$ cat src/rtl/sdram_ctrl.sv
// Single-port SDR SDRAM command sequencer: power-up init, periodic auto-refresh and
// single-beat read/write with auto-precharge. All SDRAM pin outputs are registered.
module sdram_ctrl #(
  parameter int unsigned INIT_CYCLES      = 100,
  parameter int unsigned REFRESH_INTERVAL = 780,
  parameter int unsigned T_RCD            = 2,
  parameter int unsigned T_RP             = 2,
  parameter int unsigned T_RFC            = 7,
  parameter int unsigned T_MRD            = 2,
  parameter int unsigned T_WR             = 2,
  parameter int unsigned CAS_LAT          = 2
) (
  input  logic        HCLK,
  input  logic        HRESET,
  input  logic        ENABLE,
  input  logic        W_EN,
  input  logic        R_EN,
  input  logic [1:0]  MEM_BA,
  input  logic [11:0] MEM_ADDR,
  input  logic [31:0] MEM_WDATA,
  output logic        BUSYn,
  output logic [31:0] HRDATA_R,
  output logic        INIT_DONE,
  output logic        SD_CKE,
  output logic        SD_CSn,
  output logic        SD_RASn,
  output logic        SD_CASn,
  output logic        SD_WEn,
  output logic [1:0]  SD_BA,
  output logic [11:0] SD_A,
  output logic [3:0]  SD_DQM,
  output logic [31:0] SD_DQ_OUT,
  output logic        SD_DQ_OE,
  input  logic [31:0] SD_DQ_IN
);

  localparam int unsigned CNT_MAX = (INIT_CYCLES > REFRESH_INTERVAL) ? INIT_CYCLES
                                                                     : REFRESH_INTERVAL;
  localparam int unsigned CW = $clog2(CNT_MAX + 1);

  // Wait loads are "cycles until next command" minus one; the counter runs down to zero.
  localparam logic [CW-1:0] INIT_W = CW'(INIT_CYCLES);
  localparam logic [CW-1:0] RP_W   = CW'(T_RP - 1);
  localparam logic [CW-1:0] RFC_W  = CW'(T_RFC - 1);
  localparam logic [CW-1:0] MRD_W  = CW'(T_MRD - 1);
  localparam logic [CW-1:0] RCD_W  = CW'(T_RCD - 1);
  localparam logic [CW-1:0] WR_W   = CW'(T_WR + T_RP - 1);
  localparam logic [CW-1:0] RD_W   = CW'(CAS_LAT + T_RP - 1);
  localparam logic [CW-1:0] RD_CAP = CW'(T_RP - 1);
  localparam logic [CW-1:0] REF_W  = CW'(REFRESH_INTERVAL - 1);
  localparam logic [2:0]    CAS3   = 3'(CAS_LAT);

  localparam logic [3:0] CMD_NOP = 4'b0111;
  localparam logic [3:0] CMD_ACT = 4'b0011;
  localparam logic [3:0] CMD_RD  = 4'b0101;
  localparam logic [3:0] CMD_WR  = 4'b0100;
  localparam logic [3:0] CMD_PRE = 4'b0010;
  localparam logic [3:0] CMD_REF = 4'b0001;
  localparam logic [3:0] CMD_LMR = 4'b0000;

  typedef enum logic [3:0] {
    StInitWait,
    StInitPre,
    StInitRef1,
    StInitRef2,
    StInitMrs,
    StIdle,
    StRcd,
    StWrite,
    StRead,
    StRefresh
  } state_t;

  state_t        r_state;
  logic [CW-1:0] r_cnt;
  logic [CW-1:0] r_ref_cnt;
  logic          r_ref_pend;
  logic          r_init_done;
  logic          r_cke;
  logic [3:0]    r_cmd;
  logic [1:0]    r_ba;
  logic [11:0]   r_a;
  logic [3:0]    r_dqm;
  logic [31:0]   r_dq_out;
  logic          r_dq_oe;
  logic [31:0]   r_hrdata;
  logic [1:0]    r_req_ba;
  logic [7:0]    r_req_col;
  logic [31:0]   r_req_wdata;
  logic          r_req_write;

  logic w_busyn;
  logic w_accept;
  logic w_ref_wrap;

  assign w_busyn    = (r_state == StIdle) && !r_ref_pend;
  assign w_accept   = w_busyn && ENABLE && (W_EN || R_EN);
  assign w_ref_wrap = r_init_done && (r_ref_cnt == REF_W);

  always_ff @(posedge HCLK or posedge HRESET) begin
    if (HRESET) begin
      r_ref_cnt <= '0;
    end else if (r_init_done) begin
      r_ref_cnt <= w_ref_wrap ? '0 : r_ref_cnt + 1'b1;
    end
  end

  always_ff @(posedge HCLK or posedge HRESET) begin
    if (HRESET) begin
      r_state     <= StInitWait;
      r_cnt       <= '0;
      r_ref_pend  <= 1'b0;
      r_init_done <= 1'b0;
      r_cke       <= 1'b0;
      r_cmd       <= CMD_NOP;
      r_ba        <= '0;
      r_a         <= '0;
      r_dqm       <= 4'hF;
      r_dq_out    <= '0;
      r_dq_oe     <= 1'b0;
      r_hrdata    <= '0;
      r_req_ba    <= '0;
      r_req_col   <= '0;
      r_req_wdata <= '0;
      r_req_write <= 1'b0;
    end else begin
      r_cke    <= 1'b1;
      r_cmd    <= CMD_NOP;
      r_dq_oe  <= 1'b0;
      r_dq_out <= '0;
      case (r_state)
        StInitWait: begin
          if (r_cnt == INIT_W) begin
            r_cmd   <= CMD_PRE;
            r_ba    <= '0;
            r_a     <= 12'h400;
            r_cnt   <= RP_W;
            r_state <= StInitPre;
          end else begin
            r_cnt <= r_cnt + 1'b1;
          end
        end
        StInitPre: begin
          if (r_cnt == '0) begin
            r_cmd   <= CMD_REF;
            r_cnt   <= RFC_W;
            r_state <= StInitRef1;
          end else begin
            r_cnt <= r_cnt - 1'b1;
          end
        end
        StInitRef1: begin
          if (r_cnt == '0) begin
            r_cmd   <= CMD_REF;
            r_cnt   <= RFC_W;
            r_state <= StInitRef2;
          end else begin
            r_cnt <= r_cnt - 1'b1;
          end
        end
        StInitRef2: begin
          if (r_cnt == '0) begin
            r_cmd   <= CMD_LMR;
            r_ba    <= '0;
            r_a     <= {5'b0, CAS3, 4'b0000};
            r_cnt   <= MRD_W;
            r_state <= StInitMrs;
          end else begin
            r_cnt <= r_cnt - 1'b1;
          end
        end
        StInitMrs: begin
          if (r_cnt == '0) begin
            r_init_done <= 1'b1;
            r_dqm       <= 4'h0;
            r_state     <= StIdle;
          end else begin
            r_cnt <= r_cnt - 1'b1;
          end
        end
        StIdle: begin
          if (w_accept) begin
            r_req_ba    <= MEM_BA;
            r_req_col   <= MEM_ADDR[7:0];
            r_req_wdata <= MEM_WDATA;
            r_req_write <= W_EN;
            r_cmd       <= CMD_ACT;
            r_ba        <= MEM_BA;
            r_a         <= {8'h00, MEM_ADDR[11:8]};
            r_cnt       <= RCD_W;
            r_state     <= StRcd;
          end else if (r_ref_pend) begin
            r_cmd   <= CMD_REF;
            r_cnt   <= RFC_W;
            r_state <= StRefresh;
          end
        end
        StRcd: begin
          if (r_cnt == '0) begin
            r_ba <= r_req_ba;
            r_a  <= {4'b0100, r_req_col};
            if (r_req_write) begin
              r_cmd    <= CMD_WR;
              r_dq_oe  <= 1'b1;
              r_dq_out <= r_req_wdata;
              r_cnt    <= WR_W;
              r_state  <= StWrite;
            end else begin
              r_cmd   <= CMD_RD;
              r_cnt   <= RD_W;
              r_state <= StRead;
            end
          end else begin
            r_cnt <= r_cnt - 1'b1;
          end
        end
        StWrite: begin
          if (r_cnt == '0) begin
            r_state <= StIdle;
          end else begin
            r_cnt <= r_cnt - 1'b1;
          end
        end
        StRead: begin
          // Data is valid CAS_LAT cycles after READ, i.e. T_RP counts before idle.
          if (r_cnt == RD_CAP) begin
            r_hrdata <= SD_DQ_IN;
          end
          if (r_cnt == '0) begin
            r_state <= StIdle;
          end else begin
            r_cnt <= r_cnt - 1'b1;
          end
        end
        StRefresh: begin
          if (r_cnt == '0) begin
            r_ref_pend <= 1'b0;
            r_state    <= StIdle;
          end else begin
            r_cnt <= r_cnt - 1'b1;
          end
        end
        default: r_state <= StInitWait;
      endcase
      // A wrap landing on the same edge as a refresh completion must not be lost.
      if (w_ref_wrap) begin
        r_ref_pend <= 1'b1;
      end
    end
  end

  assign BUSYn     = w_busyn;
  assign HRDATA_R  = r_hrdata;
  assign INIT_DONE = r_init_done;
  assign SD_CKE    = r_cke;
  assign SD_CSn    = r_cmd[3];
  assign SD_RASn   = r_cmd[2];
  assign SD_CASn   = r_cmd[1];
  assign SD_WEn    = r_cmd[0];
  assign SD_BA     = r_ba;
  assign SD_A      = r_a;
  assign SD_DQM    = r_dqm;
  assign SD_DQ_OUT = r_dq_out;
  assign SD_DQ_OE  = r_dq_oe;

endmodule

$ cat config.mk
export PLATFORM = sky130hd
export DESIGN_NAME = sdram_ctrl
export DESIGN_NICKNAME = d
export VERILOG_FILES = /design/src/rtl/sdram_ctrl.sv
export SDC_FILE = /design/constraint.sdc
export NUM_CORES = 1
export LEC_CHECK = 0
export CORE_MARGIN = 2
export CORE_UTILIZATION = 60
export CTS_BUF_LIST = sky130_fd_sc_hd__clkbuf_8 sky130_fd_sc_hd__clkbuf_16
export DETAILED_ROUTE_END_ITERATION = 8
export DONT_BUFFER_PORTS = 1
export HOLD_SLACK_MARGIN = 0.02
export PLACE_DENSITY = 0.76
export SYNTH_ARGS = -nofsm -noshare
export SYNTH_HDL_FRONTEND = slang
export SYNTH_SLANG_ARGS = --single-unit
$ cat constraint.sdc
create_clock -name HCLK -period 11.79 [get_ports HCLK]
set_clock_uncertainty 0.15 [all_clocks]
set_input_delay 2.358 -clock HCLK [delete_from_list [all_inputs] [get_ports HCLK]]
set_output_delay 2.358 -clock HCLK [all_outputs]
set_load 0.02 [all_outputs]
Word-level counts from Yosys, hierarchy flattened
Index checks and enable logic that the tools add are counted.
{ "totals": {"reg_bits": 157, "in_bits": 83, "elab_cells": 108} }
{ "op_classes": {"n_addsub": 3, "n_eq_ne": 21, "muxes": 46, "n_reduce_logical": 21} }
{ "ops": {"columns": ["op", "count"], "rows": [
  ["$mux 32", 3],
  ["$mux 10", 8],
  ["$pmux 10 s6", 1],
  ["$mux 12", 4],
  ["$pmux 12 s4", 1],
  ["$mux 4", 9],
  ["$pmux 4 s7", 1],
  ["$add 10x1->10 const B", 2],
  ["$eq 4x3->1 const B", 4],
  ["$mux 3", 5],
  ["$pmux 3 s5", 1],
  ["$ne 2x2->1 const B", 7],
  ["$eq 10x1->1 const B", 1],
  ["$eq 10x10->1 const B", 1],
  ["$eq 10x7->1 const B", 1],
  ["$logic_not 10->1", 1],
  ["$mux 2", 5],
  ["$sub 10x1->10 const B", 1],
  ["$eq 4x2->1 const B", 2],
  ["$eq 4x4->1 const B", 2],
  ["$pmux 2 s4", 1],
  ["$reduce_and 2->1", 4],
  ["$mux 1", 7],
  ["$reduce_and 7->1", 1],
  ["14 further kinds", 18]
]} }

Depth between registers and ports, before layout
{ "depth": {"ltp_word": 6, "depth_mapped": 10, "ltp_nobuf": 8} }

Least setup slack after synthesis
No wires, ideal clock.
{ "synth_path": {"kind": "in2reg", "start": "in R_EN", "end": "reg r_req_col[0]", "t_arrival_ns": 3.775, "required_ns": 11.515, "setup_slack_ns": 7.740, "stages": 4, "path_buffers": 1, "path_cell_list": "o21ai_0 -> nor3_1 -> clkbuf_1 -> mux2_2"} }
{ "synth_via": {"elab_chain_len": 3} }
{ "synth_lines": {"columns": ["item", "line_no", "source"], "rows": [
  ["start: declaration", "17", "input logic R_EN,"],
  ["$logic_or 1x1->1", "97", "assign w_accept = w_busyn && ENABLE && (W_EN || R_EN);"],
  ["$logic_and 1x1->1", "97", null],
  ["$reduce_and 2->1 (no line)", null, null],
  ["end signal: assignment", "184", "r_req_col <= MEM_ADDR[7:0];"],
  ["end: declaration", "88", "logic [7:0] r_req_col;"]
]} }
No other way between the ends.
A chain may end at the register's enable or synchronous reset.

Worst setup path in the final report
{ "layout_path": {"start": "reg r_state[2]", "end": "out BUSYn"} }
{ "layout_via": {"elab_chain_len": 2} }
{ "layout_lines": {"columns": ["item", "line_no", "source"], "rows": [
  ["start: declaration", "74", "state_t r_state;"],
  ["start signal: assignment", "110", "r_state <= StInitWait;"],
  ["start signal: assignment", "138", "r_state <= StInitPre;"],
  ["start signal: assignment", "147", "r_state <= StInitRef1;"],
  ["$eq 4x3->1", "96", "assign w_busyn = (r_state == StIdle) && !r_ref_pend;"],
  ["$logic_and 1x1->1", "96", null],
  ["end: declaration", "21", "output logic BUSYn,"]
]} }
No other way between the ends.

==> impl_metrics.ini <==
[pwr]
p_per_area_nw_per_um2 = 285.6
p_leak_nw = 3.165
power_w = 0.002044
ir_drop_mv = 0.1540

[worst_setup_path]
max_stage_delay_ns = 0.82
reg2reg_depth = 4
cp.arrival_ns = 2.16
end_kind = output pin
r2r_setup_slack_ns = 8.67
critPathKind = register to output pin
cp_cell_sequence = nand4bb_1 > nor2_1
crit-reg2reg-launch = r_state[2]
startpoint_type = register
worstPathMaxFanout = 26
slowest_stage = dfrtp_1
required_ns = 9.28
worstReg2RegEnd = SD_DQ_OUT[30]

[die]
dieArea_um2 = 11640
initial_utilization_pct = 62.15
ios = 173
die_x_um = 107.9
core_um2 = 10420
fp-row-count = 37
die_h_um = 107.9

[sta]
period_needed_ns = 4.668
clock.fmax_mhz = 214.2
tns_ns = 0
max_slew.worst_pin.slew_ns = 1.052
grt_setup_unrepaired = no
finalCritPeriodShare_pct = 39.59
slew_headroom_pct = 29.87
finalMaxSlewViolations = 0
hold_viol = 0
finalSetupViolCount = 0

[yosys]
netlist_area_um2 = 6474
synth_top_area_share_pct = 56.44
syn_avg_cell_area_um2 = 12.06
synth_largest_area_cell = dfrtp_1
synth.most_common_cell = dfrtp_1
synth_warnings = 0
synth_edf_count = 0
synthArstFlopShare_pct = 100.0
syn_inst = 537
synth_area_leaders = dfrtp_1 (56%), mux2_2 (14%), and2_1 (3.3%)
synth.cells.most_frequent = dfrtp_1 (146), mux2_2 (83), and2_1 (34)
ys_seq_area_share_pct = 58.06
synth_ff_type = dfrtp_1
ys_ff_latch = 150
yosysUniqueCellTypes = 57

[global_route]
grt_start_max_net_pins = 89
grtUsageTotal_pct = 23.82
overflow = 0
first_global_vias = 4122
grt_pass1_wl_um = 20920
grt_antenna_before_repair = 0

[clocking]
post_cts.repair.setup_buffers = 0
cts_resized = 0
htree_levels = 4
cts_buffers = 17
clock_sinks = 150
clk_latency_ns = 0.53
cts_tree = built
clk_pin_slew_ns = 0.06
cts-root-buf = clkbuf_8
cts_max_path_buffers = 2
hold_buffers = 0

[cells_and_area]
syn2layout_area_growth_pct = 10.55
fin_area_um2 = 7157
n_antenna_cell = 0
multiInputGateArea_um2 = 2540
regArea_um2 = 3759
fillers = 728
drive_above_1_share_pct = 25.46
layout.cells.non_filler = 678
nets = 616

[min_path]
hold_class = register to register
hold_depth = 1
worst_hold_path.endpoint = SD_DQ_OUT[10]
hp-start = r_req_wdata[10]

[routing]
via_per_inst = 6.031
drc = 0
drt_wl_total_um = 13180
dr_total_vias = 4089
drt-pass1-iter-count = 6
postRouteAntennaNets = 0
drt-initial-drc-count = 298
wl_per_cell_um = 19.44

[place]
dpl.hpwl_um = 8754
globalplace.congestion = 0.9303
port_buffers = 0
place_area_um2 = 6536
dp.cells = 646

[job]
drv_cap = 0

[status]
status = completed
-- worst max-delay path by stage --
stage / from / endpoint / cells past startpoint / slack (ns)
floorplan: HRESET / HRDATA_R[0] / 1 / 5.25
global placement: R_EN / SD_A[1] / 5 / 7.68
detailed placement: R_EN / SD_BA[1] / 5 / 7.62
CTS: r_state[2] / BUSYn / 2 / 7.13
global route: r_state[2] / BUSYn / 2 / 6.95
finish: r_state[2] / BUSYn / 2 / 7.12
-- cell usage in the layout, fill, tap and decap left out, drive strengths merged, types with 7 or more instances in the layout --
cell type,instances
and2,35
mux2,83
nand2,25
inv,15
o21ai,19
clkbuf,21
o22ai,8
a21oi,19
xnor2,7
nor2,30
nor3,13
dfrtp,146
nand3,10
-- cell families (layout without fill, tap and decap cells) --
group | Yosys count | after routing | share of synthesized area [%]
and+or+nand+nor | 154 | 154 | 13.03
DFF | 150 | 150 | 58.06
muxes | 86 | 86 | 14.90
AOI/OAI and AO/OA | 85 | 85 | 8.601
buffers and inverters | 45 | 47 | 3.034
xor gates and xnor gates | 11 | 11 | 1.488
adders and majority gates | 4 | 4 | 0.7731
other | 2 | 5 | 0.1160
-- routing by layer --
layer / vias to the layer above / GRT usage, % / part of all wire [%]
li1: 1868 / - / -
met5: - / 0 / 0
met1: 2014 / 28.25 / 38
met4: 0 / 10.16 / 1.5
met3: 19 / 10.77 / 10
met2: 188 / 37.65 / 50
-- cell type report --
type / instances / area share (%)
clock inverter: 11 / 2.045
sequential: 150 / 52.52
clock buffer: 21 / 6.556
timing repair buffer: 3 / 0.3147
tap: 136 / 2.378
multi-input combinational: 345 / 35.49
inverter: 12 / 0.6993
-- sequential cells by signal (all words and copies together), names as in the netlist --
name	flops
r_state	4
r_req_write	1
r_req_col	8
r_ref_cnt	10
r_cmd	3
SD_DQ_OE	1
SD_DQM	1
SD_A	9
HRDATA_R	32
SD_CKE	1
SD_BA	2
r_req_wdata	32
r_cnt	10
r_req_ba	2
INIT_DONE	1
r_ref_pend	1
SD_DQ_OUT	32
-- stage by stage --
stage          hold slack (ns)  utilization [%]  setup slack [ns]
4_1_cts                 0.3273            68.66             7.134
5_1_grt                 0.3397            68.71             6.951
3_5_place_dp            0.3120            62.75             7.617
6_report                0.3220            68.71             7.122
2_1_floorplan           0.2994                -             5.252
3_3_place_gp            0.3077            62.75             7.681
-- critical path, delay by kind of cell, from the launching register on --
kind	cells	cell delay, ns
and+or+nand+nor	2	0.81
DFF	1	0.82
-- power by group --
part / switching (W) / internal, W
registers: 0.000237 / 0.000687
clock network: 0.000207 / 0.000346
logic: 0.000294 / 0.000274
total: 0.000738 / 0.00131
(Power assumes the default switching activity.)
